### src/rtl/sbox_round_ctrl.sv
// sbox_round_ctrl: iterative substitution/rotation round engine.
// A single byte-wide s_box is time-shared over the four bytes of the block.
// Each round takes five cycles: four SUB cycles (one byte each) and one MIX
// cycle that rotates the block left by one byte.
// Optional feature macro: SBOX_ROUND_CTRL_KEY_EN
//   defined   -> MIX also XORs the block with the key latched at accept.
//   undefined -> MIX is a plain rotation; no key register is built.

// Byte substitution: swap the nibbles, then flip bit 0.
// It is a bijection, so no two input bytes share an output byte.
module s_box (
    input  logic [7:0] in_byte,
    output logic [7:0] out_byte
);

    assign out_byte = {in_byte[3:0], in_byte[7:4]} ^ 8'h01;

endmodule

module sbox_round_ctrl (
    input  logic        clk,
    input  logic        rst,
    input  logic        in_valid,
    output logic        in_ready,
    input  logic [31:0] in_data,
    input  logic [3:0]  in_rounds,
    input  logic [31:0] key,
    output logic        out_valid,
    input  logic        out_ready,
    output logic [31:0] out_data,
    output logic        busy
);

    typedef enum logic [1:0] {
        IDLE = 2'd0,
        SUB  = 2'd1,
        MIX  = 2'd2,
        DONE = 2'd3
    } state_t;

    state_t      state;
    state_t      state_next;

    logic [31:0] data_q;
    logic [31:0] data_next;
    logic [3:0]  count_q;
    logic [3:0]  count_next;
    logic [1:0]  idx_q;
    logic [1:0]  idx_next;

    logic [7:0]  sub_in;
    logic [7:0]  sub_out;
    logic [31:0] rotated;
    logic [31:0] mixed;

`ifdef SBOX_ROUND_CTRL_KEY_EN
    logic [31:0] key_q;
    logic [31:0] key_next;
`else
    logic        unused_key;
    assign unused_key = ^key;
`endif

    // The one substitution unit; the byte index selects which byte it sees.
    assign sub_in = data_q[{idx_q, 3'b000} +: 8];

    s_box u_s_box (
        .in_byte  (sub_in),
        .out_byte (sub_out)
    );

    assign rotated = {data_q[23:0], data_q[31:24]};

`ifdef SBOX_ROUND_CTRL_KEY_EN
    assign mixed = rotated ^ key_q;
`else
    assign mixed = rotated;
`endif

    // Next-state and datapath update logic for the round sequencer.
    always_comb begin
        state_next = state;
        data_next  = data_q;
        count_next = count_q;
        idx_next   = idx_q;
`ifdef SBOX_ROUND_CTRL_KEY_EN
        key_next   = key_q;
`endif
        case (state)
            IDLE: begin
                if (in_valid && in_ready) begin
                    data_next  = in_data;
                    count_next = in_rounds;
                    idx_next   = 2'd0;
`ifdef SBOX_ROUND_CTRL_KEY_EN
                    key_next   = key;
`endif
                    if (in_rounds != 4'd0) begin
                        state_next = SUB;
                    end else begin
                        state_next = DONE;
                    end
                end
            end
            SUB: begin
                data_next[{idx_q, 3'b000} +: 8] = sub_out;
                idx_next = idx_q + 2'd1;
                if (idx_q == 2'd3) begin
                    state_next = MIX;
                end
            end
            MIX: begin
                data_next  = mixed;
                count_next = count_q - 4'd1;
                idx_next   = 2'd0;
                if (count_q == 4'd1) begin
                    state_next = DONE;
                end else begin
                    state_next = SUB;
                end
            end
            DONE: begin
                if (out_ready) begin
                    state_next = IDLE;
                end
            end
            default: begin
                state_next = IDLE;
            end
        endcase
    end

    // State register and working block registers.
    always_ff @(posedge clk or posedge rst) begin
        if (rst) begin
            state   <= IDLE;
            data_q  <= 32'd0;
            count_q <= 4'd0;
            idx_q   <= 2'd0;
        end else begin
            state   <= state_next;
            data_q  <= data_next;
            count_q <= count_next;
            idx_q   <= idx_next;
        end
    end

`ifdef SBOX_ROUND_CTRL_KEY_EN
    // Key captured at accept and held for the whole block.
    always_ff @(posedge clk or posedge rst) begin
        if (rst) begin
            key_q <= 32'd0;
        end else begin
            key_q <= key_next;
        end
    end
`endif

    // Registered handshake and status outputs, derived from the next state.
    always_ff @(posedge clk or posedge rst) begin
        if (rst) begin
            in_ready  <= 1'b1;
            out_valid <= 1'b0;
            busy      <= 1'b0;
        end else begin
            in_ready  <= (state_next == IDLE);
            out_valid <= (state_next == DONE);
            busy      <= (state_next != IDLE);
        end
    end

    // Result register: loaded only when entering DONE so it holds afterwards.
    always_ff @(posedge clk or posedge rst) begin
        if (rst) begin
            out_data <= 32'd0;
        end else if ((state_next == DONE) && (state != DONE)) begin
            out_data <= data_next;
        end
    end

endmodule

### config.mk
export PLATFORM = sky130hd
export DESIGN_NAME = sbox_round_ctrl
export DESIGN_NICKNAME = d
export VERILOG_FILES = /design/src/rtl/sbox_round_ctrl.sv
export SDC_FILE = /design/constraint.sdc
export NUM_CORES = 1
export LEC_CHECK = 0
export ABC_CLOCK_PERIOD_IN_PS = 4700
export CORE_MARGIN = 1.5
export CORE_UTILIZATION = 55
export CTS_BUF_LIST = sky130_fd_sc_hd__clkbuf_4 sky130_fd_sc_hd__clkbuf_8 sky130_fd_sc_hd__clkbuf_16
export CTS_CLUSTER_DIAMETER = 40
export DETAILED_ROUTE_END_ITERATION = 6
export HOLD_SLACK_MARGIN = 0.08
export PLACE_DENSITY = 0.87
export SLEW_MARGIN = 20
export SYNTH_ARGS = -nofsm -noshare
export SYNTH_HDL_FRONTEND = slang
export SYNTH_SLANG_ARGS = --single-unit
### constraint.sdc
create_clock -name clk -period 4.7 [get_ports clk]
set_input_delay 0.705 -clock clk [delete_from_list [all_inputs] [get_ports clk]]
set_output_delay 0.705 -clock clk [all_outputs]
set_load 0.01 [all_outputs]
Word level (Yosys, flattened, before mapping)
Cells that the tools add are included.
{"block": "classes", "addsub": 3, "mul": 0, "div": 0, "n_lt_le_gt_ge": 0, "eq_ne": 8, "shifts": 3, "muxes": 13, "bitwise_logic": 1, "reduce_logical": 10}
{"cell": "$pmux 32 s3", "n": 1}
{"cell": "$bwmux 32", "n": 1}
{"cell": "$mux 32", "n": 1}
{"cell": "$shift 8x7->32 const A", "n": 1}
{"cell": "$shiftx 32x6->8", "n": 1}
{"cell": "$shiftx 8x7->32", "n": 1}
{"cell": "$mux 2", "n": 6}
{"cell": "$eq 2x2->1 const B", "n": 4}
{"cell": "$pmux 2 s4", "n": 1}
{"cell": "$pmux 4 s2", "n": 1}
{"cell": "$neg 5->7", "n": 1}
{"cell": "$pmux 2 s3", "n": 1}
{"cell": "$eq 4x1->1 const B", "n": 1}
{"cell": "$logic_not 2->1", "n": 2}
{"cell": "$mux 4", "n": 1}
{"cell": "$ne 2x2->1 const B", "n": 2}
{"cell": "$reduce_and 2->1", "n": 2}
{"cell": "$reduce_bool 2->1", "n": 2}
{"cell": "$reduce_bool 4->1", "n": 1}
{"cell": "$sub 4x1->4 const B", "n": 1}
{"cell": "$reduce_bool 3->1", "n": 1}
{"cell": "$add 2x1->2 const B", "n": 1}
{"cell": "$eq 2x1->1 const B", "n": 1}
{"cell": "$logic_and 1x1->1", "n": 2}
{"cell": "$not 1->1", "n": 1}
{"block": "totals", "reg_bits": 75, "latch_bits": 0, "mem_bits_rw": 0, "romBits": 0, "input_bits": 72, "out_inout_bits": 35, "wordCells": 46, "mem_count": 0}

Longest topological paths before layout
{"block": "logic_depth", "word_depth": 6, "depth_mapped": 9, "depth_no_buf": 6}

Hierarchy
A second synthesis with hierarchy kept.
{"block": "unflattened", "hier_cells": 374, "hier_area_um2": 4281.6}
{"mod": "sbox_round_ctrl", "instances": 1, "cells_each": 366, "area_each_um2": 4225.3, "seq_area_each_um2": 1878.1}
{"mod": "s_box", "instances": 1, "cells_each": 8, "area_each_um2": 56.3, "seq_area_each_um2": 0.0}

Worst setup path after synthesis
Ideal clock, no wire load.
{"block": "synth_path", "path_type": "register to register", "startpoint": "register idx_q[1]", "endpoint": "register out_data[28]", "setup_time_ns": 0.064, "t_arrival_ns": 2.353, "required_ns": 4.636, "path_slack_ns": 2.283, "path_stages_with_launch": 10, "path_buffers": 3, "period_less_slack_ns": 2.417, "path_cell_list": "dfrtp_1 buf_2 buf_4 inv_1 ha_1 or4b_1 clkbuf_1 o21a_1 o21ai_1 mux2_4"}
{"block": "synth_via", "elab_chain_len": 5}
{"element": "start: declaration", "line": "48", "rtl": "logic [1:0] idx_q;"}
{"element": "start signal: assignment", "line": "144", "rtl": "idx_q <= idx_next;"}
{"element": "$shiftx 32x6->8 / $eq 2x2->1 (equally long branches)", "line": "65, 108"}
{"element": "$not 1->1 (no line) / $mux 2 (equally long branches)"}
{"element": "$shiftx 8x7->32 / $pmux 2 s4 (equally long branches)", "line": "106, 89"}
{"element": "$bwmux 32 / $eq 2x2->1 (equally long branches)", "line": "106, 176"}
{"element": "$pmux 32 s3 / $logic_and 1x1->1 (equally long branches)", "line": "89, 176"}
{"element": "end signal: assignment", "line": "177", "rtl": "out_data <= data_next;"}
{"element": "end: declaration", "line": "30", "rtl": "output logic [31:0] out_data,"}
Several ways; a longest one is shown, not always the timed one.
A chain may end at the register's enable or synchronous reset.

Worst setup path in the final report
{"block": "layout_path", "startpoint": "input in_valid", "endpoint": "register out_data[4]"}
{"block": "layout_via", "elab_chain_len": 5}
{"element": "start: declaration", "line": "23", "rtl": "input logic in_valid,"}
{"element": "$logic_and 1x1->1 *", "line": "91", "rtl": "if (in_valid && in_ready) begin"}
{"element": "$mux 2", "line": "91"}
{"element": "$pmux 2 s4", "line": "89", "rtl": "case (state)"}
{"element": "$eq 2x2->1", "line": "176", "rtl": "end else if ((state_next == DONE) && (state != DONE)) begin"}
{"element": "$logic_and 1x1->1", "line": "176"}
Mark *: on every way between the ends. The rest lies on a longest branch, timed or not.

==> impl_metrics.csv <==
group,metric,value,unit
worst_setup_path,r2r_start,"state[1]",
yosys,synth_edf_count,0,
worst_setup_path,setup.worst_path.start_class,"input port",
floorplan,die_height,94.1,µm
power_and_ir_drop,power.total,0.00430,W
placed_design,hpwl,8220,µm
floorplan,initial_core_util,56.1,%
worst_setup_path,critPathArrivalTime,3330,ps
worst_setup_path,worstRegToRegCells,5,
yosys,dominantRegCellSynth,"dfrtp_1",
worst_hold_path,hp-start,"out_data[31]",
worst_hold_path,holdPathStages,1,
grt,top_usage_layer,"met2",
power_and_ir_drop,power.density,786,nW/µm²
sta,final.min_clock_period,3090,ps
sta,hold_violations,0,
yosys,synth.most_common_cell,"dfrtp_1",
grt,antenna_found_initial,0,
yosys,seq_area_frac_synth,41.2,%
yosys,ys_top_cells_by_area,"dfrtp_1 41%, mux2_4 10%, o21a_1 6.1%, a221o_1 3.7%, mux2i_1 3.7%",
sta,fmax,323,MHz
clock_network,htreeDepth,3,
routing,firstDrtPassIters,5,
clock_network,clkLatencyLatePin,360,ps
yosys,synth_top_area_share,40.6,%
sta,rsz0062_at_grt,"false",
placed_design,place_congestion,0.897,
grt,met3_usage,5.50,%
flow_run,maxCapViolations,0,
grt,grt_pass1_wl,19100,µm
sta,setup_ws,1610,ps
final_layout,fin_nets,548,
floorplan,fp.coreArea,8130,µm²
yosys,syn_area,4560,µm²
clock_network,cts_setup_buffers,0,
sta,tns,0,ps
grt,global_route.usage.met2,42.5,%
placed_design,placed_area,5230,µm²
clock_network,cts_tree,"yes",
placed_design,io_buffers,74,
placed_design,dp_slack,1210,ps
clock_network,ctsHoldBuffers,0,
floorplan,rows,33,
worst_setup_path,critPathLaunch,"in_valid",
final_layout,areaGrowthSynthToFinish,19.9,%
sta,clock_skew,15.5,ps
final_layout,post-route-cell-area,5470,µm²
routing,vias,3666,
worst_hold_path,worstHoldPathType,"reg -> reg",
clock_network,clock_sinks,75,
routing,final_antenna_net_count,0,
clock_network,cts_resized,0,
clock_network,clockRootBuffer,"clkbuf_8",
yosys,ys_warn_count,0,
yosys,avgSynthCellArea,11.0,µm²
sta,period_share,65.8,%
routing,drc,0,
routing,vias_per_cell,6.34,
sta,worst_pin_slew,940,ps
worst_setup_path,worst_ep_required_time,4940,ps
floorplan,ioPinCount,107,
worst_setup_path,worstSetupEndpointType,"register",
final_layout,final_util,67.3,%
outcome,run_status,"finished clean",
yosys,yosys.area.top_type,"dfrtp_1",
power_and_ir_drop,p_leak,2.24,nW
yosys,syn_nets,494,
routing,routed_wl,12000,µm
yosys,syn_inst,414,
routing,wl_per_cell,20.7,µm
yosys,ys_top_cells_by_count,"74 x dfrtp_1, 37 x o21a_1, 31 x mux2_4, 25 x o21ai_0",
routing,drtIter0Drc,309,
sta,relSlewSlack,37.3,%
clock_network,clock_path_buffers,2,
yosys,ys_ff_latch,75,
grt,grt_max_degree,46,
grt,use_met1,42.1,%
clock_network,path_clk_slew,90,ps
grt,grt_pass1_vias,3606,
sta,setup_violations,0,
floorplan,die-width,94.1,µm
power_and_ir_drop,ir_worst_vdd,412,µV
grt,grtUsageTotal,28.6,%
yosys,postSynth.asyncResetShare,100,%
clock_network,cts_buffers,9,
worst_setup_path,path_class,"in -> reg",
yosys,ys_types,55,
sta,slew_violations,0,
final_layout,n_antenna_cell,0,
floorplan,fp.dieArea,8850,µm²
grt,overflow,0,
worst_setup_path,crit_fanout,32,
final_layout,layout-drive-gt1-share,13.5,%
layer usage:
layer,share of wire (%),up-vias
li1,-,1662
met1,47,1812
met2,45,170
met3,6.1,22
met4,2.2,0
met5,0,-
worst max-delay path, cell delays in order:
cell and delay [ps]:
clkdlybuf4s50_1 850, and4bb_4 530, and3_1 270, o211a_4 580, mux2_4 350
logic make-up (layout without fill, tap and decap cells):
group                    count (synthesis)  after routing  synth area share, %
XOR/XNOR                                 2              2                0.384
flip-flops                              75             75                 41.2
AO/OA/AOI/OAI                          143            143                 23.6
adder cells (fa/ha/maj)                  8              8                 2.19
buffers and inverters                   51            110                 6.53
AND/OR/NAND/NOR                         84             84                 11.5
multiplexers                            51             51                 14.7
power by group:
group          leakage (nW)  total [W]  switching, W  internal [W]
clock                 0.124   0.000604      0.000253      0.000351
sequential            0.935    0.00133      0.000369      0.000959
combinational          1.19    0.00237       0.00118       0.00119
total                  2.24    0.00430       0.00180       0.00250
state kept, by name, summed over array words and instances (netlist names):
name and flops:
busy 1, count_q 4, data_q 32, idx_q 2
in_ready 1, out_data 32, out_valid 1, state 2
path summary, 6_finish.rpt:
kind	to	slack, ps
max reg2reg	out_data[4]	1770
min in group asynchronous	out_data[5]	630
min reg2reg	out_data[31]	520
min	out_data[31]	520
max in group asynchronous	data_q[0]	3160
max	out_data[4]	1610
per-stage QoR:
step           hold WS, ps  cells
2_1_floorplan          520    414
3_3_place_gp           495    562
3_5_place_dp           494    562
4_1_cts                520    578
5_1_grt                531    578
6_report               518    578
cell usage in the layout (no fill, tap or decap), types with 15 or more instances in the layout:
master           Yosys  final
a221o_1             17     17
a221oi_1            15     15
clkdlybuf4s50_1      0     74
dfrtp_1             74     74
mux2_4              31     31
mux2i_1             17     17
nand2_1             17     17
nor2_1              16     16
o21a_1              37     37
o21ai_0             25     25
final cells by class:
| cell class | count | area (µm²) |
|---|---|---|
| Clock buffer | 13 | 173 |
| Clock inverter | 3 | 68.8 |
| Fill cell | 637 | 2660 |
| Inverter | 15 | 56.3 |
| Multi-Input combinational cell | 288 | 2380 |
| Sequential cell | 75 | 1880 |
| Tap cell | 105 | 131 |
| Timing Repair Buffer | 79 | 778 |
Power figures use the tool's default switching activity.
